$ cat src/rtl/uart_pkg.sv
// Types and constants shared by the UART transmit path: the arbiter FSM
// state encoding and the default byte width used by the transmitter.
package uart_pkg;

  localparam int DATA_BITS_DEF = 8;

  typedef enum logic [1:0] {
    IDLE   = 2'd0,
    LAUNCH = 2'd1,
    WAIT   = 2'd2
  } state_e;

endpackage

$ cat src/rtl/rr_arbiter.sv
// Combinational rotating-priority selector: the search starts one past the
// last winner and wraps, returning a one-hot grant, its index and any-valid.
module rr_arbiter #(
  parameter int NUM_REQ = 4,
  parameter int ID_W    = $clog2(NUM_REQ)
) (
  input  logic [NUM_REQ-1:0] req_i,
  input  logic [ID_W-1:0]    last_id_i,
  output logic [NUM_REQ-1:0] grant_o,
  output logic [ID_W-1:0]    idx_o,
  output logic               any_o
);

  int   cand;
  logic found;

  always_comb begin
    grant_o = '0;
    idx_o   = '0;
    cand    = 0;
    found   = 1'b0;
    // Offsets 1..NUM_REQ visit every requester once, ending on the last winner.
    for (int k = 1; k <= NUM_REQ; k++) begin
      cand = int'(last_id_i) + k;
      if (cand >= NUM_REQ) cand = cand - NUM_REQ;
      if (!found && req_i[cand]) begin
        found = 1'b1;
        idx_o = ID_W'(cand);
      end
    end
    if (found) grant_o[idx_o] = 1'b1;
    any_o = found;
  end

endmodule

$ cat src/rtl/uart_tx_arbiter.sv
// Shares one UART transmitter among NUM_REQ byte producers: round-robin grant,
// one-cycle start pulse, then wait for the transmitter's ready or a watchdog.
module uart_tx_arbiter
  import uart_pkg::*;
#(
  parameter int NUM_REQ        = 4,
  parameter int DATA_BITS      = DATA_BITS_DEF,
  parameter int TIMEOUT_CYCLES = 400000
) (
  input  logic                         Clock,
  input  logic                         ResetN,
  input  logic [NUM_REQ-1:0]           ReqValid,
  input  logic [NUM_REQ*DATA_BITS-1:0] ReqData,
  output logic [NUM_REQ-1:0]           ReqGrant,
  output logic                         TxStart,
  output logic [DATA_BITS-1:0]         TxData,
  input  logic                         TxReady,
  output logic                         Busy,
  output logic [$clog2(NUM_REQ)-1:0]   ActiveId,
  output logic                         Timeout
);

  localparam int ID_W = $clog2(NUM_REQ);
  localparam int WD_W = (TIMEOUT_CYCLES > 2) ? $clog2(TIMEOUT_CYCLES) : 1;
  localparam logic [WD_W-1:0] WD_LAST = WD_W'(TIMEOUT_CYCLES - 1);

  state_e                 state_q;
  logic [NUM_REQ-1:0]     grant_q;
  logic                   start_q;
  logic [DATA_BITS-1:0]   data_q;
  logic                   busy_q;
  logic [ID_W-1:0]        id_q;
  logic                   tmo_q;
  logic [WD_W-1:0]        wdog_q;
  logic [ID_W-1:0]        last_q;

  logic [NUM_REQ-1:0]     arb_grant;
  logic [ID_W-1:0]        arb_idx;
  logic                   arb_any;
  logic [DATA_BITS-1:0]   sel_data_d;

  rr_arbiter #(
    .NUM_REQ (NUM_REQ),
    .ID_W    (ID_W)
  ) u_rr (
    .req_i     (ReqValid),
    .last_id_i (last_q),
    .grant_o   (arb_grant),
    .idx_o     (arb_idx),
    .any_o     (arb_any)
  );

  always_comb begin
    sel_data_d = '0;
    for (int i = 0; i < NUM_REQ; i++) begin
      if (arb_idx == ID_W'(i)) sel_data_d = ReqData[i*DATA_BITS +: DATA_BITS];
    end
  end

  always_ff @(posedge Clock or negedge ResetN) begin
    if (!ResetN) begin
      state_q <= IDLE;
      grant_q <= '0;
      start_q <= 1'b0;
      data_q  <= '0;
      busy_q  <= 1'b0;
      id_q    <= '0;
      tmo_q   <= 1'b0;
      wdog_q  <= '0;
      last_q  <= ID_W'(NUM_REQ - 1);
    end else begin
      grant_q <= '0;
      start_q <= 1'b0;
      tmo_q   <= 1'b0;
      case (state_q)
        IDLE: begin
          if (arb_any) begin
            grant_q <= arb_grant;
            data_q  <= sel_data_d;
            id_q    <= arb_idx;
            last_q  <= arb_idx;
            busy_q  <= 1'b1;
            state_q <= LAUNCH;
          end
        end
        LAUNCH: begin
          start_q <= 1'b1;
          wdog_q  <= '0;
          state_q <= WAIT;
        end
        WAIT: begin
          // Ready is checked first so it beats a simultaneous watchdog expiry.
          if (TxReady) begin
            busy_q  <= 1'b0;
            state_q <= IDLE;
          end else if (wdog_q == WD_LAST) begin
            tmo_q   <= 1'b1;
            busy_q  <= 1'b0;
            state_q <= IDLE;
          end else begin
            wdog_q <= wdog_q + 1'b1;
          end
        end
        default: begin
          busy_q  <= 1'b0;
          state_q <= IDLE;
        end
      endcase
    end
  end

  assign ReqGrant = grant_q;
  assign TxStart  = start_q;
  assign TxData   = data_q;
  assign Busy     = busy_q;
  assign ActiveId = id_q;
  assign Timeout  = tmo_q;

endmodule

$ cat config.mk
export PLATFORM = sky130hd
export DESIGN_NAME = uart_tx_arbiter
export DESIGN_NICKNAME = d
export VERILOG_FILES = /design/src/rtl/uart_pkg.sv /design/src/rtl/rr_arbiter.sv /design/src/rtl/uart_tx_arbiter.sv
export SDC_FILE = /design/constraint.sdc
export NUM_CORES = 1
export LEC_CHECK = 0
export CORE_MARGIN = 10
export CORE_UTILIZATION = 50
export DETAILED_ROUTE_END_ITERATION = 10
export PLACE_DENSITY = 0.79
export SLEW_MARGIN = 20
export SYNTH_ARGS = -nofsm -noshare
export SYNTH_HDL_FRONTEND = slang
export SYNTH_HIERARCHICAL = 1
export SYNTH_SLANG_ARGS = --single-unit
$ cat constraint.sdc
create_clock -name Clock -period 3.77 [get_ports Clock]
set_clock_uncertainty 0.15 [all_clocks]
set_input_delay 0.754 -clock Clock [delete_from_list [all_inputs] [get_ports Clock]]
set_output_delay 0.754 -clock Clock [all_outputs]
set_load 0.01 [all_outputs]
# Yosys cells after proc, flatten, opt, wreduce, memory -nomap -nowiden
# Cells that the tools add are included.
# totals
reg_bits	40
in_bits	39
output_inout_bits	17
word_cells	100
# classes
n_addsub	9
order_cmp	10
eq_ne	10
n_mux	47
bitwise	1
n_reduce_logical	14
# op_table
op	n
$ge 32x4->1 const B	4
$lt 32x4->1 const B	4
$mux 32	4
$sub 32x4->32 const B	4
$mux 19	2
$pmux 19 s2	1
$mux 8	4
$mux 1	20
$add 19x1->19 const B	1
$eq 19x19->1 const B	1
$mux 2	7
$bmux 1 s2	4
$mux 4	2
$add 2x2->3 const B	2
$eq 2x2->1 const B	3
$ne 2x2->1 const B	3
$pmux 2 s3	1
$reduce_and 3->1	2
$add 2x3->4 const B	1
$eq 2x1->1 const B	2
$logic_and 1x1->1	4
$logic_not 2->1	2
$reduce_and 2->1	2
$add 2x1->3 const B	1
8 further kinds	10

# Logic depth before layout (Yosys ltp)
# Gate-level depths: netlist (run 1).
# depth
depth_word	22
ltp_mapped	7
depth_no_buf	5

# By module
# Netlist (run 1), hierarchy kept.
# by_module_without_submodules
module	instances	cells_each	area_each_um2	seq_area_each_um2
uart_tx_arbiter	1	188	2120.8	1003.5
rr_arbiter	1	34	222.7	0.0

# Worst setup path after synthesis (run 1)
# Ideal clock, no wire load.
# synth_timing
path_type	input to register
startpoint	input ReqValid[0]
endpoint	register data_q[0], in the netlist TxData[0]
setup_time_ns	0.125
arrival_ns	2.524
required_time_ns	3.495
slack_ns	0.971
stages	7
path_buffers	2
cell_sequence	buf_6 and2b_1 a21oi_1 o221ai_1 clkbuf_1 mux4_2 mux2_2
# synth_via
elab_chain_len	18
elab_cells_between_ends	35
cone_classes	eq/ne: 3; mux: 24; reduce/logical: 8
# synth_rtl
item	line	source
from (decl)	uart_tx_arbiter.sv:12	input logic [NUM_REQ-1:0] ReqValid,
$bmux 1 s2	rr_arbiter.sv:26	if (!found && req_i[cand]) begin
$mux 1 (implied by the code) (2 in a row)	rr_arbiter.sv:26	
$mux 1	rr_arbiter.sv:26	
$logic_not 1->1	rr_arbiter.sv:26	
$logic_and 1x1->1	rr_arbiter.sv:26	
$mux 1	rr_arbiter.sv:26	
$logic_not 1->1	rr_arbiter.sv:26	
$logic_and 1x1->1	rr_arbiter.sv:26	
$mux 1	rr_arbiter.sv:26	
$logic_not 1->1	rr_arbiter.sv:26	
$logic_and 1x1->1	rr_arbiter.sv:26	
$mux 2 *	rr_arbiter.sv:26	
via arb_idx[0]	uart_tx_arbiter.sv:38	logic [ID_W-1:0] arb_idx;
$logic_not 2->1	uart_tx_arbiter.sv:56	if (arb_idx == ID_W'(i)) sel_data_d = ReqData[i*DATA_BITS +: DATA_BITS];
$mux 8 (3 in a row)	uart_tx_arbiter.sv:56	
$mux 8 *	uart_tx_arbiter.sv:56	
to (signal assigned)	uart_tx_arbiter.sv:79	data_q <= sel_data_d;
to (decl)	uart_tx_arbiter.sv:30	logic [DATA_BITS-1:0] data_q;
# Mark *: on every way through the listed nets, which the timed path passes. The rest lies on a longest branch. The select of a mux whose other input is x is not followed.
# A chain may end at the register's enable or synchronous reset.

# Worst setup path after layout (run 1)
# layout_timing
startpoint	input ReqValid[1]
endpoint	register data_q[0], in the netlist TxData[0]
# Same word-level chain as after synthesis.

==> results of run 1 <==
-- logic make-up (layout without fill, tap and decap cells) --
logic type / after synthesis / count (layout) / share of synthesized area [%]
AO/OA/AOI/OAI: 39 / 39 / 11.5
adder cells (fa/ha/maj): 1 / 1 / 0.534
buffers and inverters: 28 / 82 / 6.09
flip-flops: 40 / 40 / 42.8
multiplexers: 28 / 28 / 16.7
AND/OR/NAND/NOR: 86 / 86 / 22.4
-- worst max-delay path by stage --
stage,start,to,slack [ns],cells after the start
after floorplan,ReqValid[0],TxData[0],0.97,7
after global routing,ReqValid[1],TxData[0],0.88,7
final,ReqValid[1],TxData[0],0.96,7
after CTS,ReqValid[1],TxData[0],0.98,7
after global placement,ReqValid[0],TxData[1],0.72,7
after detailed placement,ReqValid[1],TxData[0],0.65,7
-- power by group through the flow --
| stage | Combinational [mW] | Clock [mW] | Sequential, mW |
|---|---|---|---|
| floorplan | 0.440 | 0 | 0.640 |
| global placement | 0.700 | 0 | 0.661 |
| detailed placement | 0.713 | 0 | 0.661 |
| CTS | 0.711 | 0.305 | 0.658 |
| global route | 0.775 | 0.327 | 0.677 |
| finish | 0.702 | 0.294 | 0.659 |
-- cell type report --
cell class | instances | area, µm²
Fill cell | 357 | 1450
Sequential cell | 40 | 1000
Inverter | 15 | 56.3
Timing Repair Buffer | 59 | 576
Clock buffer | 6 | 82.6
Tap cell | 52 | 65.1
Multi-Input combinational cell | 154 | 1200
Clock inverter | 2 | 10.0
-- sequential cells by signal, indices dropped and copies added, names as in the netlist --
name      count
wdog_q       19
TxData        8
ReqGrant      4
ActiveId      2
last_q        2
state_q       2
Busy          1
Timeout       1
TxStart       1
-- critical path, delay by kind of cell --
kind / cells / cell delay, ns
buffers and inverters: 2 / 0.86
multiplexers: 2 / 0.79
AND/OR/NAND/NOR: 1 / 0.19
AO/OA/AOI/OAI: 2 / 0.24
-- synthesized netlist by cell type (2+ instances only) --
master,count
o221ai_1,2
a211oi_1,2
a2bb2oi_1,2
mux2i_1,12
buf_4,3
nor2_1,13
clkbuf_1,6
or4b_1,2
and2b_1,2
a21oi_1,4
mux2_2,8
o21bai_1,2
nor3b_1,3
or3_1,2
o211ai_1,2
dfrtp_1,38
nand4_1,7
buf_6,2
nor4_1,3
mux4_2,8
o22ai_1,2
o21a_1,2
inv_1,15
o21ai_1,3
and2_1,4
o21ai_0,9
nand3_1,9
nand2_1,24
nor2b_1,2
dfstp_2,2
-- per-stage QoR --
stage | power, mW | cell area [µm²] | hold WS [ns] | util, %
6_report | 1.65 | 3000 | 0.351 | 67.4
3_5_place_dp | 1.37 | 2900 | 0.333 | 65.3
2_1_floorplan | 1.08 | 2340 | 0.287 | -
4_1_cts | 1.67 | 3000 | 0.348 | 67.4
3_3_place_gp | 1.36 | 2900 | 0.313 | 65.3
5_1_grt | 1.78 | 3000 | 0.373 | 67.4
-- layer usage --
layer	global-route usage, %	vias to the layer above
li1	-	920
met1	17.8	879
met2	22.1	65
met3	8.46	6
met4	5.14	0
met5	0	-
-- layout by cell type, fill, tap and decap left out, types with 3 or more instances in the layout --
master / synthesis / routed
dfrtp_1: 38 / 38
nand4_1: 7 / 7
o21ai_0: 9 / 9
o21ai_1: 3 / 3
a21oi_1: 4 / 4
mux2_2: 8 / 8
buf_4: 3 / 4
nor2_1: 13 / 13
and2_1: 4 / 4
clkdlybuf4s50_1: 0 / 54
nand3_1: 9 / 9
nor4_1: 3 / 3
mux2i_1: 12 / 12
nand2_1: 24 / 24
clkbuf_8: 1 / 6
mux4_2: 8 / 8
inv_1: 15 / 15
==> metrics.md, run 1 <==
| Metric | Value |
|---|---|
| Die span in x | 88.5 µm |
| Fin. max-slew vios | 0 |
| RR Startpoint | last_q[1] |
| Slowest stage cell, crit path | clkdlybuf4s50_1 |
| Leak | 1.27 nW |
| Initial antenna violation count | 0 |
| First-pass GRT wire length | about 9000 µm |
| Wire length per cell | around 16 µm |
| Post-cts sizing count | 0 |
| Final setup fails | 0 |
| Num CTS Buffers | 5 |
| Antenna viol nets, final | 0 |
| Die area | between 7000 and 8000 µm² |
| Yosys warning total | 6 |
| Vias in the first global route | between 1,500 and 2,000 |
| Achievable frequency | 356 MHz |
| Number of synthesized register bits | 40 |
| WL met2 | 2330 µm |
| Hold endpoint | wdog_q[18] |
| Hold depth | 1 |
| Boundary Pins | 56 |
| Switching power | 0.561 mW |
| Synthesized Nets | approximately 260 |
| Async SR Flop Fraction | 100% |
| Area grow syn2layout | 27.8% |
| TNS Setup | 0 ns |
| CP cell instances | clkdlybuf4s50_1 -> and2b_1 -> a21oi_1 -> o221ai_1 -> buf_4 -> mux4_2 -> mux2_2 |
| R2r endpoint | TxData[0] |
| Max VDD drop | 0.355 mV |
| Critical path class | in -> reg |
| Starting Density | between 50% and 60% |
| Slew @ Worst Pin | around 0.85 ns |
| Dpl ws | about 0.65 ns |
| Switching share of total power | about 34% |
| Final hold vios | 0 |
| Clk sink count | 40 |
| Post-Syn Area | 2340 µm² |
| Top Metal Used | met4 |
| Unrepaired setup endpoints after global routing | no |
| Final #Nets | between 300 and 400 |
| Ys flop type | dfrtp_1 |
| Setup ws final | about 0.96 ns |
| Share of layout cells above drive strength 1 | between 10% and 20% |
| Vias | 1,870 |
| Hold Path Origin | wdog_q[18] |
| Wl on met1 | 2410 µm |
| # DRC | 0 |
| Buffer levels on the longest clock path | 2 |
| Synth area leader | dfrtp_1 |
| Worst setup EP type | flop |
| R2R Setup Slk | between 1 and 1.5 ns |
| GRT Resource Usage Total | around 15% |
| H-tree levels | 2 |
| Die Height | around 88 µm |
| Max_cap viols | 0 |
| Outcome | complete, no violations |
| WP data arrival | ~2.8 ns |
| Slowest stage delay, CP | around 0.62 ns |
| GRT Residual Overflow | 0 |
| Placed Cells | 320 |
| Synth top area cells | dfrtp_1, mux4_2, mux2i_1 |
| Hold Buf Count CTS | 0 |
| # diodes | 0 |
| Pwr dens | 552 nW/µm² |
| GPL Wtd Cong | between 0.8 and 0.9 |
| Post-synthesis sequential area ratio | 42.8% |
| Vias per inst | between 5 and 6 |
| Final WL | ~5400 µm |
| Clk pwr share | roughly 18% |
| Core Rows | 24 |
| Post-synth EDFFs | 0 |
| Tcrit/Tclk final | 74.6% |
| Combinational Power Share | about 42% |
| Met3 wire length | around 610 µm |
| Max FO, Critical Path | 9 |
| Non-filler cells, final | 328 |
| Number of distinct library cells after synthesis | 57 |
| Clock latency on the worst-skew pair | just under 0.3 ns |
| Int Power | about 1.1 mW |
| Minimum clock period | approximately 2.8 ns |
| Gate count of the mapped netlist | roughly 220 |
| Share of the synthesized area in the top cell type | about two fifths |
| Avg Synthesized Cell Area | about 11 µm² |
| Hold Crit Class | reg -> reg |
| Iteration-0 DRC Markers | 98 |
| Number of setup buffers added after CTS | 0 |
| CTS tree | done |
| FF-to-FF path depth | 6 |
| DRT Pass-1 Iters | 4 |
| CTS root buf | clkbuf_8 |
| WP data required | ~3.8 ns |
| PortBufs | 55 |
| Clk pin slew, worst setup/hold paths | 0.07 ns |
| Dpl hpwl | a little over 4000 µm |
| Startpoint types | input port |
| Slew margin rel. | 43.6% |
| Core area | around 4400 µm² |
| Largest net degree at the start of global routing | a little over 40 |
| Fraction of power consumed by sequential logic | slightly below 40% |
Note: power is estimated with default switching activity, not from simulation.
==> run 2, diff against run 1 <==
--- a/config.mk
+++ b/config.mk
@@ -6,9 +6,9 @@
 export NUM_CORES = 1
 export LEC_CHECK = 0
 export CORE_MARGIN = 10
-export CORE_UTILIZATION = 50
+export CORE_UTILIZATION = 45
 export DETAILED_ROUTE_END_ITERATION = 10
-export PLACE_DENSITY = 0.79
+export PLACE_DENSITY = 0.75
 export SLEW_MARGIN = 20
 export SYNTH_ARGS = -nofsm -noshare
 export SYNTH_HDL_FRONTEND = slang
==> constraint.sdc (replaced) <==
create_clock -name Clock -period 2.53 [get_ports Clock]
set_clock_uncertainty 0.15 [all_clocks]
set_input_delay 0.506 -clock Clock [delete_from_list [all_inputs] [get_ports Clock]]
set_output_delay 0.506 -clock Clock [all_outputs]
set_load 0.01 [all_outputs]
==> metrics.md, run 2 (same netlist as run 1, synthesis figures left out) <==
| Metric | Value |
|---|---|
| Outcome | complete, no violations |
| Initial antenna violation count | 0 (unchanged) |
| Switching share of total power | 33.1% (-0.83 points) |
| H-tree levels | 2 (unchanged) |
| Final hold vios | 0 (unchanged) |
| GRT Residual Overflow | 0 (unchanged) |
| Iteration-0 DRC Markers | 92 (-6.1%) |
| Buffer levels on the longest clock path | 2 (unchanged) |
| Vias per inst | 5.47 (-4.0%) |
| # DRC | 0 (unchanged) |
| Most common cell after layout, fill and taps aside | clkdlybuf4s50_1 |
| CTS tree | done |
| Fraction of power consumed by sequential logic | 38.1% (-1.7 points) |
| WP data arrival | 2.46 ns (-0.38 ns) |
| Switching power | 0.848 mW (+51%) |
| Core area | 5070 µm² (+14%) |
| Startpoint types | input port |
| Clk sink count | 40 (unchanged) |
| Core Rows | 26 (+8.3%) |
| Boundary Pins | 56 (unchanged) |
| Most frequent cells in the layout | clkdlybuf4s50_1, dfrtp_1, nand2_1 |
| Largest net degree at the start of global routing | 20 (-51%) |
| Starting Density | 46.2% (-6.6 points) |
| TNS Setup | 0 ns (unchanged) |
| Final WL | 5640 µm (+4.3%) |
| Max FO, Critical Path | 9 (unchanged) |
| Tcrit/Tclk final | between 90% and 100% |
| Dpl hpwl | 4370 µm (+6.5%) |
| Critical path class | in -> reg |
| PortBufs | 55 (unchanged) |
| Num CTS Buffers | 5 (unchanged) |
| Max_cap viols | 0 (unchanged) |
| Die span in x | 92.2 µm (+4.2%) |
| Clock latency on the worst-skew pair | 0.29 ns (about the same) |
| GPL Wtd Cong | 0.847 (+0.44%) |
| Die area | 8490 µm² (+8.6%) |
| Unrepaired setup endpoints after global routing | no |
| Wire length per cell | 15.8 µm (-4.5%) |
| Minimum clock period | 2.43 ns |
| Reg with most FFs | wdog_q |
| Final setup fails | 0 (unchanged) |
| Die Height | 92.2 µm (+4.2%) |
| Clk pin slew, worst setup/hold paths | 0.07 ns (about the same) |
| Final #Nets | 328 (+4.1%) |
| Slew margin rel. | 69.6% (+26 points) |
| Fill cells | 440 (+23%) |
| Max VDD drop | 0.478 mV (+35%) |
| Fin. max-slew vios | 0 (unchanged) |
| CTS root buf | clkbuf_8 |
| Vias | 1,960 (+4.8%) |
| Max reg flops | 19 (unchanged) |
| Hold Crit Class | reg -> reg |
| Int Power | 1.72 mW (+57%) |
| Clk pwr share | 17.9% (about the same) |
| Area grow syn2layout | 33.7% |
| Worst setup EP type | flop |
| DRT Pass-1 Iters | 6 (+2) |
| Combinational Power Share | 44.1% (+1.7 points) |
| Slew @ Worst Pin | 0.455 ns (-0.391 ns) |
| Overall Power | 2.57 mW (+55%) |
| Leak | 1.34 nW (+5.1%) |
| First-pass GRT wire length | 9520 µm (+3.5%) |
| Pwr dens | 819 nW/µm² (+48%) |
| Vias in the first global route | 2,024 (+5.3%) |
| # diodes | 0 (unchanged) |
| GRT Resource Usage Total | 13.6% (-1.3 points) |
| WP data required | 2.56 ns (-1.24 ns) |
| Achievable frequency | between 400 and 500 MHz |
| Share of layout cells above drive strength 1 | 18.8% (+3.2 points) |
| Antenna viol nets, final | 0 (unchanged) |
run 2: cell count changes in the layout (fill, tap and decap cells not counted), sizes merged:
cell / before / now
clkinv: 2 / 0
buf: 5 / 17
clkbuf: 6 / 7
dlygate4sd3: 0 / 1
run 2: worst paths after layout:
| check | startpoint | to | slack (ns) | cells after the start |
|---|---|---|---|---|
| setup / recovery | ReqValid[0] | TxData[5] | 0.1 | 7 |
| hold / removal | wdog_q[18] | wdog_q[18] | 0.32 | 1 |
| setup reg to reg | last_q[1] | TxData[5] | 0.21 | 6 |
| hold reg to reg | wdog_q[18] | wdog_q[18] | 0.32 | 1 |
| max in group asynchronous | ResetN | last_q[1] | 1.19 | 3 |
| min in group asynchronous | ResetN | wdog_q[4] | 0.45 | 2 |
run 2: metrics by stage:
| stage | hold slack, ns | util (%) | setup WS [ns] | instance area (µm²) | std cells |
|---|---|---|---|---|---|
| final | 0.318 | 61.8 | 0.0989 | 3130 | 358 |
| after global routing | 0.345 | 61.8 | 0.00708 | 3130 | 358 |
| after CTS | 0.324 | 61.8 | 0.0821 | 3130 | 358 |
| after detailed placement | 0.245 | 59.7 | -0.235 | 3030 | 350 |
| after global placement | 0.246 | 59.7 | -0.150 | 3030 | 350 |
| after floorplan | 0.0604 | - | 0.188 | 2340 | 222 |
run 2: layer usage:
layer	wire length, µm	vias up	GRT usage (%)
met1	2450	948	15.7
met5	0	-	0
met2	2600	62	21.6
met3	527	6	6.93
met4	64	0	4.24
li1	-	944	-
run 2: power by group through the flow:
stage                     sequential [mW]  combinational, mW  clock (mW)
after CTS                           0.976               1.15       0.476
after global routing                 1.00               1.24       0.507
after detailed placement            0.984               1.15           0
final                               0.976               1.13       0.459
after floorplan                     0.953              0.657           0
after global placement              0.978               1.12           0
run 2: worst max-delay path, cell delays in order:
cell and delay [ns]:
clkdlybuf4s50_1 0.45, and2b_1 0.23, a21oi_1 0.04, o221ai_1 0.18, buf_4 0.25, mux4_2 0.51, mux2_2 0.28
run 2: final cells by class:
cell class | count | area [µm²] | area share [%]
sequential | 40 | 1000 | 32.0
multi-input combinational | 154 | 1200 | 38.4
tap | 70 | 87.6 | 2.79
inverter | 15 | 56.3 | 1.80
clock buffer | 7 | 96.3 | 3.07
timing repair buffer | 72 | 688 | 22.0
run 2: what timing repair did:
item	in CTS	in global routing
buffers inserted	0	0
endpoints found under the hold margin	9	0
hold buffers	1	0
resized for setup	0	0
==> run 3, diff against run 2 <==
--- a/config.mk
+++ b/config.mk
@@ -5,10 +5,11 @@
 export SDC_FILE = /design/constraint.sdc
 export NUM_CORES = 1
 export LEC_CHECK = 0
+export ABC_AREA = 1
 export CORE_MARGIN = 10
-export CORE_UTILIZATION = 45
+export CORE_UTILIZATION = 46
 export DETAILED_ROUTE_END_ITERATION = 10
-export PLACE_DENSITY = 0.75
+export PLACE_DENSITY = 0.76
 export SLEW_MARGIN = 20
 export SYNTH_ARGS = -nofsm -noshare
 export SYNTH_HDL_FRONTEND = slang
==> metrics.md, run 3 <==
| Metric | Value |
|---|---|
| Synth top area cells | dfrtp_1, nand2_1, nor2_1 |
| Overall Power | 3.84 mW (+50%) |
| Int Power | 2.09 mW (+22%) |
| Count leader, synth | nand2_1 |
| Critical path class | reg -> reg |
| Die span in x | 94.2 µm (+2.2%) |
| Iteration-0 DRC Markers | 142 (+54%) |
| CTS root buf | clkbuf_8 |
| PortBufs | 55 (unchanged) |
| Cell Area, Placed | 3220 µm² (+6.2%) |
| Fin. max-slew vios | 0 (unchanged) |
| Core area | 5240 µm² (+3.2%) |
| Vias | 2,522 (+29%) |
| Antenna viol nets, final | 0 (unchanged) |
| Initial antenna violation count | 0 (unchanged) |
| Buffer levels on the longest clock path | 2 (unchanged) |
| Hold Crit Class | reg -> reg |
| Core Rows | 26 (unchanged) |
| Cell area after layout | 3350 µm² (+6.9%) |
| Hold Slack | 0.347 ns (+0.0291 ns) |
| Post-Syn Area | 2530 µm² (+8.1%) |
| Final WL | 6540 µm (+16%) |
| Clk pwr share | 14.8% (-3.1 points) |
| Max VDD drop | 0.737 mV (+54%) |
| Number of synthesized register bits | 40 (unchanged) |
| Fraction of power consumed by sequential logic | 24.3% (-14 points) |
| Most frequent cells after synthesis | nand2_1, nor2_1, dfrtp_1, inv_1, nand3_1 |
| Fill cells | 475 (+8.0%) |
| Gate count of the mapped netlist | 359 (+62%) |
| Outcome | complete, no violations |
| Yosys warning total | 6 (unchanged) |
| Final hold vios | 0 (unchanged) |
| Switching power | 1.75 mW (+110%) |
| Share of the synthesized area in the top cell type | 37.5% (-3.0 points) |
| Starting Density | 48.4% (+2.2 points) |
| Final setup fails | 0 (unchanged) |
| Boundary Pins | 56 (unchanged) |
| # DRC | 0 (unchanged) |
| Post-synth EDFFs | 0 (unchanged) |
| Synth area leader | dfrtp_1 |
| Vias per inst | 5.05 (-7.7%) |
| Async SR Flop Fraction | 100% (unchanged) |
| Max FO, Critical Path | 8 (-1) |
| Ys flop type | dfrtp_1 |
| Max reg flops | 19 (unchanged) |
| Worst setup EP type | flop |
| GRT Residual Overflow | 0 (unchanged) |
| Clk sink count | 40 (unchanged) |
| Num CTS Buffers | 5 (unchanged) |
| Reg with most FFs | wdog_q |
| Combinational Power Share | 60.9% (+17 points) |
| DRT Pass-1 Iters | 5 (-1) |
| Slew @ Worst Pin | 0.595 ns (+0.140 ns) |
| Pwr dens | 1150 nW/µm² (+40%) |
| Avg Synthesized Cell Area | 7.05 µm² (-33%) |
| WP data arrival | 2.34 ns (-0.12 ns) |
| Vias in the first global route | 2,425 (+20%) |
| Switching share of total power | 45.5% (+12 points) |
| Achievable frequency | 439 MHz (+6.8%) |
| Dpl hpwl | 5100 µm (+17%) |
| Startpoint types | flop |
| Die area | 8870 µm² (+4.5%) |
| GRT Resource Usage Total | 15.8% (+2.2 points) |
| Most frequent cells in the layout | nand2_1, clkdlybuf4s50_1, nor2_1 |
| Post-synthesis sequential area ratio | 39.6% (-3.2 points) |
| Leak | 1.53 nW (+14%) |
| Slew margin rel. | 60.1% (-9.5 points) |
| Max_cap viols | 0 (unchanged) |
| CTS tree | done |
| First-pass GRT wire length | 11,400 µm (+20%) |
| # diodes | 0 (unchanged) |
| Clock latency on the worst-skew pair | 0.30 ns (about the same) |
| Minimum clock period | 2.28 ns (-0.156 ns) |
| Clk pin slew, worst setup/hold paths | 0.08 ns (about the same) |
| Final #Nets | 468 (+43%) |
| Unrepaired setup endpoints after global routing | no |
| Largest net degree at the start of global routing | 21 (+5.0%) |
| GPL Wtd Cong | 0.843 (-0.47%) |
| WP data required | 2.59 ns (+0.03 ns) |
| Die Height | 94.2 µm (+2.2%) |
| Wire length per cell | 13.1 µm (-17%) |
| Number of distinct library cells after synthesis | 29 (-49%) |
| H-tree levels | 2 (unchanged) |
| Share of layout cells above drive strength 1 | 13.3% (-5.5 points) |
| Most common cell after layout, fill and taps aside | nand2_1 |
| Area grow syn2layout | 32.3% |
| Synthesized Nets | 399 (+52%) |
| Tcrit/Tclk final | 89.9% (-6.2 points) |
run 3: changes by cell type after synthesis, sizes merged, moves of 8 or more:
cell	delta
inv	+27
mux2i	-12
mux2	-8
nand2	+103
a21oi	+8
a41oi	+8
mux4	-8
nor2	+39
nand3	+29
run 3: logic make-up after synthesis:
family	synth area share, %
fa+ha+maj	0.494
simple gates	42.0
xor+xnor	1.04
compound gates	8.50
flops	39.6
buf+inv	8.35
run 3: routing by layer:
metal / share of wire [%] / global-route usage (%) / wire, µm
met5: 0 / 0 / 0
met4: 1.4 / 4.68 / 93
met3: 5.3 / 4.64 / 349
met2: 48 / 25.9 / 3170
met1: 45 / 19.5 / 2930
run 3: area by class of cell:
type	instances	area (µm²)	share of cell area, %
Sequential cell	40	1000	29.9
Multi-Input combinational cell	268	1320	39.4
Clock inverter	2	38.8	1.16
Tap cell	70	87.6	2.61
Clock buffer	6	82.6	2.46
Inverter	44	165	4.93
Timing Repair Buffer	69	653	19.5
run 3: what timing repair did:
| action | in CTS | in global routing |
|---|---|---|
| hold buffers | 1 | 0 |
| setup buffers | 0 | 0 |
| resized for setup | 0 | 1 |
| hold endpoints to repair | 17 | 0 |
| endpoints found under the setup margin | 0 | 6 |
run 3: power groups by stage:
stage                     combinational, mW  clock [mW]  sequential (mW)
after global routing                   2.61       0.607            0.956
after detailed placement               2.32           0            0.944
after floorplan                        1.41           0            0.975
after global placement                 2.27           0            0.945
final                                  2.34       0.567            0.933
after CTS                              2.33       0.577            0.933
run 3: worst paths after layout:
check,end,slack (ns),cells after the start,from
setup / recovery,TxData[1],0.25,12,last_q[0]
hold / removal,ActiveId[1],0.35,2,ActiveId[1]
setup reg to reg,TxData[1],0.25,12,last_q[0]
hold reg to reg,ActiveId[1],0.35,2,ActiveId[1]
max in group asynchronous,last_q[0],1.08,3,ResetN
min in group asynchronous,wdog_q[16],0.52,2,ResetN
run 3: worst max-delay path, stage by stage, from the launching register on:
cell and delay [ns]:
dfstp_2 0.60, buf_4 0.17, nand2_1 0.07, nand3_1 0.10
nand2_1 0.09, nor2_4 0.15, nand4_1 0.11, nand2_2 0.12
clkinv_1 0.09, nor2_1 0.09, buf_4 0.17, nand2_1 0.06
a41oi_1 0.21
run 3: per-stage QoR:
stage | setup TNS [ns] | utilization [%] | cells | setup WS (ns)
2_1_floorplan | 0 | - | 359 | 0.243
3_3_place_gp | 0 | 61.4 | 490 | 0.00730
3_5_place_dp | -0.137 | 61.4 | 490 | -0.0355
4_1_cts | 0 | 63.9 | 499 | 0.201
5_1_grt | 0 | 64.0 | 499 | 0.00460
6_report | 0 | 64.0 | 499 | 0.255
